<file path="config.mk">
export PLATFORM = sky130hd
export DESIGN_NAME = tqvp_spi_reg_master
export DESIGN_NICKNAME = d
export VERILOG_FILES = /design/src/rtl/tqvp_spi_reg_master.sv
export SDC_FILE = /design/constraint.sdc
export NUM_CORES = 1
export LEC_CHECK = 0
export BUFFER_PORTS_ARGS = -buffer_cell sky130_fd_sc_hd__buf_2
export CAP_MARGIN = 25
export CORE_MARGIN = 8
export CORE_UTILIZATION = 39
export CTS_CLUSTER_DIAMETER = 60
export DETAILED_ROUTE_END_ITERATION = 10
export REMOVE_ABC_BUFFERS = 1
export SYNTH_ARGS = -nofsm -noshare
export SYNTH_HDL_FRONTEND = slang
export SYNTH_SLANG_ARGS = --single-unit
</file>
<file path="constraint.sdc">
create_clock -name clk -period 2.57 [get_ports clk]
set_clock_uncertainty 0.1 [all_clocks]
set_input_delay 0.257 -clock clk [delete_from_list [all_inputs] [get_ports clk]]
set_output_delay 0.257 -clock clk [all_outputs]
set_load 0.02 [all_outputs]
</file>
<file path="src/rtl/tqvp_spi_reg_master.sv">
// SPI initiator for the TinyQV peripheral register protocol: one bus request becomes
// one CS-framed 8/16/32-bit register write or read (mode 0, MSB first).
module tqvp_spi_reg_master #(
    parameter int CLK_DIV         = 4,
    parameter int READ_DUMMY_BITS = 8,
    parameter int CS_GAP          = 4
) (
    input  logic        clk,
    input  logic        rst_n,
    input  logic        start,
    input  logic        rw,
    input  logic [5:0]  addr,
    input  logic [1:0]  txn_width,
    input  logic [31:0] wdata,
    output logic        busy,
    output logic        done,
    output logic [31:0] rdata,
    output logic        spi_cs_n,
    output logic        spi_clk,
    output logic        spi_mosi,
    input  logic        spi_miso
);

    typedef enum logic [2:0] {
        S_IDLE,
        S_SETUP,
        S_SHIFT,
        S_HOLD,
        S_GAP
    } state_t;

    localparam int MAX_DIV = (CLK_DIV > CS_GAP) ? CLK_DIV : CS_GAP;
    localparam int CNT_W   = $clog2(MAX_DIV + 1);

    state_t            state, state_next;
    logic [CNT_W-1:0]  div_cnt, div_last;
    logic              phase_end, last_bit, accept, fall_edge, rise_edge;
    logic [5:0]        bit_cnt, n_bits, n_bits_in;
    logic              rw_q;
    logic [1:0]        w_q, w_in;
    logic [47:0]       tx_sr, frame;
    logic [31:0]       rx_sr, wdata_al;

    // Request decode: width code 11 behaves as 32 bits, write data is MSB-aligned in the frame.
    always_comb begin
        w_in      = (txn_width == 2'b11) ? 2'b10 : txn_width;
        n_bits_in = 6'd16 + (rw ? 6'd0 : 6'(READ_DUMMY_BITS)) + (6'd8 << w_in);
        case (w_in)
            2'b00:   wdata_al = {wdata[7:0], 24'd0};
            2'b01:   wdata_al = {wdata[15:0], 16'd0};
            default: wdata_al = wdata;
        endcase
        frame = {rw, 5'b0, w_in, 2'b00, addr, (rw ? wdata_al : 32'd0)};
    end

    // NOTE: sequential state uses non-blocking assignments so every register samples
    // pre-edge values; blocking here would create order-dependent simulation races.
    always_ff @(posedge clk or negedge rst_n) begin
        if (!rst_n) state <= S_IDLE;
        else        state <= state_next;
    end

    // NOTE: every signal driven here is given a default first so no path leaves it
    // unassigned, which would otherwise infer a latch.
    always_comb begin
        state_next = state;
        div_last   = (state == S_GAP) ? CNT_W'(CS_GAP - 1) : CNT_W'(CLK_DIV - 1);
        phase_end  = (state != S_IDLE) && (div_cnt == div_last);
        last_bit   = (bit_cnt == n_bits);
        accept     = (state == S_IDLE) && start;
        fall_edge  = (state == S_SHIFT) && spi_clk && phase_end;
        rise_edge  = ((state == S_SETUP) && phase_end) ||
                     ((state == S_SHIFT) && !spi_clk && phase_end && !last_bit);
        case (state)
            S_IDLE:  if (start) state_next = S_SETUP;
            S_SETUP: if (phase_end) state_next = S_SHIFT;
            S_SHIFT: if (phase_end && !spi_clk && last_bit) state_next = S_HOLD;
            S_HOLD:  if (phase_end) state_next = S_GAP;
            S_GAP:   if (phase_end) state_next = S_IDLE;
            default: state_next = S_IDLE;
        endcase
    end

    assign busy = (state != S_IDLE);
    assign done = (state == S_GAP) && phase_end;

    // SPI pins are registered from the next state so they never glitch.
    always_ff @(posedge clk or negedge rst_n) begin
        if (!rst_n) begin
            div_cnt  <= '0;
            bit_cnt  <= '0;
            n_bits   <= '0;
            rw_q     <= 1'b0;
            w_q      <= 2'b00;
            tx_sr    <= '0;
            rx_sr    <= '0;
            rdata    <= '0;
            spi_cs_n <= 1'b1;
            spi_clk  <= 1'b0;
            spi_mosi <= 1'b0;
        end else begin
            div_cnt  <= ((state == S_IDLE) || phase_end) ? '0 : div_cnt + 1'b1;
            spi_cs_n <= !(state_next inside {S_SETUP, S_SHIFT, S_HOLD});
            if (rise_edge)            spi_clk <= 1'b1;
            else if (fall_edge)       spi_clk <= 1'b0;
            else if (state != S_SHIFT) spi_clk <= 1'b0;

            if (accept) begin
                rw_q     <= rw;
                w_q      <= w_in;
                n_bits   <= n_bits_in;
                bit_cnt  <= '0;
                tx_sr    <= {frame[46:0], 1'b0};
                spi_mosi <= frame[47];
            end else if (fall_edge) begin
                // miso is taken in the last cycle of the high phase, mosi advances on the fall
                bit_cnt  <= bit_cnt + 1'b1;
                tx_sr    <= {tx_sr[46:0], 1'b0};
                spi_mosi <= tx_sr[47];
                rx_sr    <= {rx_sr[30:0], spi_miso};
            end else if (state_next == S_HOLD) begin
                spi_mosi <= 1'b0;
            end

            if ((state == S_HOLD) && phase_end && !rw_q) begin
                case (w_q)
                    2'b00:   rdata <= {24'd0, rx_sr[7:0]};
                    2'b01:   rdata <= {16'd0, rx_sr[15:0]};
                    default: rdata <= rx_sr;
                endcase
            end
        end
    end

endmodule

</file>
==> impl_summary.txt <==
----------------------------------------------------
[STA]
  Max-slew violation count ... 0
  Share of the clock period used by the worst path ... 0.883
  Setup repair after global routing missed its margin ... false
  Final hold violations ... 0
  Worst max-slew margin expressed relative to the limit ... 0.412
  Final Setup Violations ... 0
  Min cycle time layout ... around 2300 ps
  FMAX ... 440 MHz
  Slew at the pin with the worst max-slew slack ... 880 ps

[Finish]
  Util after Layout ... 0.479
  Non-filler instance count after layout ... 886
  Commonest non-fill, non-tap cell in the layout ... sky130_fd_sc_hd__nand2_1
  Commonest cells after routing, fill and taps aside ... sky130_fd_sc_hd__nand2_1 (206), sky130_fd_sc_hd__dfrtp_1 (131), sky130_fd_sc_hd__buf_2 (80)
  Layout filler cell count ... 1,399
  Final layout net count ... 736
  Layout area overhead ... 21.9%
  Diodes inserted ... 0
  Post-route cell area ... slightly above 0.007 mm2
  Proportion of layout cells with a drive suffix above 1 ... 0.223

[Clocking]
  Clock tree from TritonCTS ... done
  Clock latency at the later pin of the worst-skew pair ... 430 ps
  Clock buffer count from CTS ... 17
  Clock transition at the registers of the reported paths ... 60 ps
  Max Buffers Root-to-Sink ... 2
  Post-CTS Resized ... 0
  CTS Root Buffer Type ... sky130_fd_sc_hd__clkbuf_16
  TritonCTS sink count ... ~130
  Number of levels in the clock H-tree ... 4

[Worst setup path]
  Critical path capture point type ... register
  Critical path required time ... 2760 ps
  Worst Setup Start Kind ... register
  Critical path arrival ... about 2500 ps
  Flop-to-flop setup slack ... ~300 ps
  Max Fanout on Critical Path ... 18
  Classification of the worst setup path ... reg -> reg

[Synth]
  YS warnings ... 0
  Biggest area consumer among synthesized cells ... sky130_fd_sc_hd__dfrtp_1
  Synthesis-stage register bit count ... around 130
  Top cells by area in the synthesized netlist ... sky130_fd_sc_hd__dfrtp_1 (56%), sky130_fd_sc_hd__nand2_1 (13%), sky130_fd_sc_hd__mux2i_1 (4.3%)
  Synthesized instance count ... 600
  Fraction of post-synthesis cell area in the top cell type by area ... 0.557
  Sequential cell area fraction in the yosys report ... 0.561
  Synthesized area ... roughly 0.0059 mm2
  Number of enable flip-flop cells after synthesis ... 0
  Top flip-flop cell by instance count after synthesis ... sky130_fd_sc_hd__dfrtp_1
  Post-synthesis area per instance ... 9.81 um2
  Post-synth cell types ... 49
  Async S/R FF share, synth ... 1.00

[Floorplanning]
  Core outline area ... roughly 0.015 mm2
  Die Ht ... 139 um
  Effective utilization at floorplan ... 0.393
  Number of cell rows ... 45
  Die width ... 139 um
  Total die area ... about 0.019 mm2
  Count of pins on the block boundary ... 82

[Placement]
  DP Area ... 0.00649 mm2
  Detail Placement HPWL ... 9350 um
  Number of buffers added on ports ... 81
  Placed cell count ... 841
  GP Congestion ... approximately 0.8

[Power and ir drop]
  Overall power after layout ... between 6 and 7 mW
  Total leakage power ... 3.51 nW
  Cell area power density ... 919 mW/mm2
  Worst supply voltage drop on vdd ... 0.472 mV

[Global routing]
  Wire length of the first global-routing pass ... 23,700 um
  Via count of the first global-routing pass ... 4,749
  Total gr overflow ... 0
  Largest net degree at the start of global routing ... 51
  All-Layer GR Usage ... 0.152
  Number of antenna violations at the first check in global routing ... 0

[Route]
  Detailed-route vias per instance ... approximately 5
  Final antenna-violating net count ... 0
  Final Routed Wirelength ... roughly 14,000 um
  DRC violation total after the first TritonRoute iteration ... 281
  Average routed wire per standard cell ... 15.5 um
  Number of detailed-route iterations in the first pass ... 6
  Via Count ... 4,539
  Number of remaining DRC errors ... 0

[Worst hold path]
  Class of the worst hold path ... in -> reg

[Run status]
  Status ... completed

[Flow run]
  Count of max-cap constraint violations ... 0

----------------------------------------------------
-- worst max-delay path: stages (launching register included) --
cell                        delay (ps)
sky130_fd_sc_hd__dfrtp_1           380
sky130_fd_sc_hd__ha_1              200
sky130_fd_sc_hd__ha_1              200
sky130_fd_sc_hd__buf_4             180
sky130_fd_sc_hd__and4bb_1          230
sky130_fd_sc_hd__nand2_2           300
sky130_fd_sc_hd__nand2_2           310
sky130_fd_sc_hd__a2bb2oi_1         220
-- registers in the layout (all words and copies together), names as in the netlist --
name	count
spi_cs_n	1
bit_cnt	6
state	3
w_q	2
div_cnt	3
tx_sr	47
rw_q	1
rx_sr	32
n_bits	3
spi_clk	1
rdata	32
spi_mosi	1
-- synthesized netlist by cell type (all sizes together), types with 2 or more instances --
cell and number:
nand2 208, or2 3, dfrtp 131, nand4 2, buf 25, nor2 19, and3 3, a2bb2oi 15
ha 6, o22ai 17, nor3 7, inv 9, a22oi 11, xnor2 5, a21oi 10, or4b 2
o31ai 2, o21ai 45, nor2b 2, mux2 8, a31oi 4, mux2i 25, nand3 11, clkbuf 17
-- metrics by stage --
stage / setup TNS [ps] / setup slack [ps] / hold slack (ps)
3_5_place_dp: 0 / 344 / 242
2_1_floorplan: -41500 / -757 / -139
4_1_cts: 0 / 318 / 0.626
3_3_place_gp: 0 / 407 / 232
5_1_grt: 0 / 146 / 11.4
6_report: 0 / 300 / 18.0
-- kinds of logic (layout without fill, tap and decap cells) --
logic type / count (synthesis) / after routing / synth area share
DFF: 132 / 132 / 0.561
and+or+nand+nor: 262 / 262 / 0.186
AOI/OAI and AO/OA: 110 / 110 / 0.129
xor gates and xnor gates: 6 / 6 / 0.00893
adders and majority gates: 6 / 6 / 0.0128
buffers and inverters: 51 / 149 / 0.0429
muxes: 33 / 33 / 0.0591
-- worst paths after layout --
check | startpoint | end | cells after the start
hold reg to reg | div_cnt[0]$_DFF_PN0_ | div_cnt[0]$_DFF_PN0_ | 1
setup / recovery | div_cnt[0]$_DFF_PN0_ | tx_sr[2]$_DFFE_PN0P_ | 7
max in group asynchronous | rst_n | tx_sr[18]$_DFFE_PN0P_ | 3
hold / removal | addr[0] | tx_sr[33]$_DFFE_PN0P_ | 3
min in group asynchronous | rst_n | rdata[26]$_DFFE_PN0P_ | 2
setup reg to reg | div_cnt[0]$_DFF_PN0_ | tx_sr[2]$_DFFE_PN0P_ | 7
-- power breakdown --
group / switching (mW) / leakage (nW) / total (mW) / internal (mW)
sequential: 0.368 / 1.75 / 2.92 / 2.56
clock: 0.938 / 0.271 / 2.27 / 1.34
combinational: 0.732 / 1.48 / 1.40 / 0.665
-- per-layer routing --
layer	vias to the layer above	routed length [um]	global-route usage
met1	2198	6500	0.194
met4	0	196	0.0508
li1	2200	-	-
met2	126	6210	0.233
met5	-	0	0
met3	15	829	0.0568
-- final cells by class --
| cell class | count | area [um2] | area share |
|---|---|---|---|
| inverters | 9 | 33.8 | 0.00471 |
| clock buffers | 18 | 429 | 0.0598 |
| multi-input cells | 417 | 2340 | 0.326 |
| flip-flops and latches | 132 | 3300 | 0.461 |
| repair buffers | 108 | 706 | 0.0983 |
| well taps | 188 | 235 | 0.0328 |
| clock inverters | 14 | 130 | 0.0181 |
-- repair_timing --
action | CTS | global route
setup buffers | 0 | 0
hold buffers | 13 | 0
endpoints found under the hold margin | 59 | 0
Power figures use the tool's default switching activity.
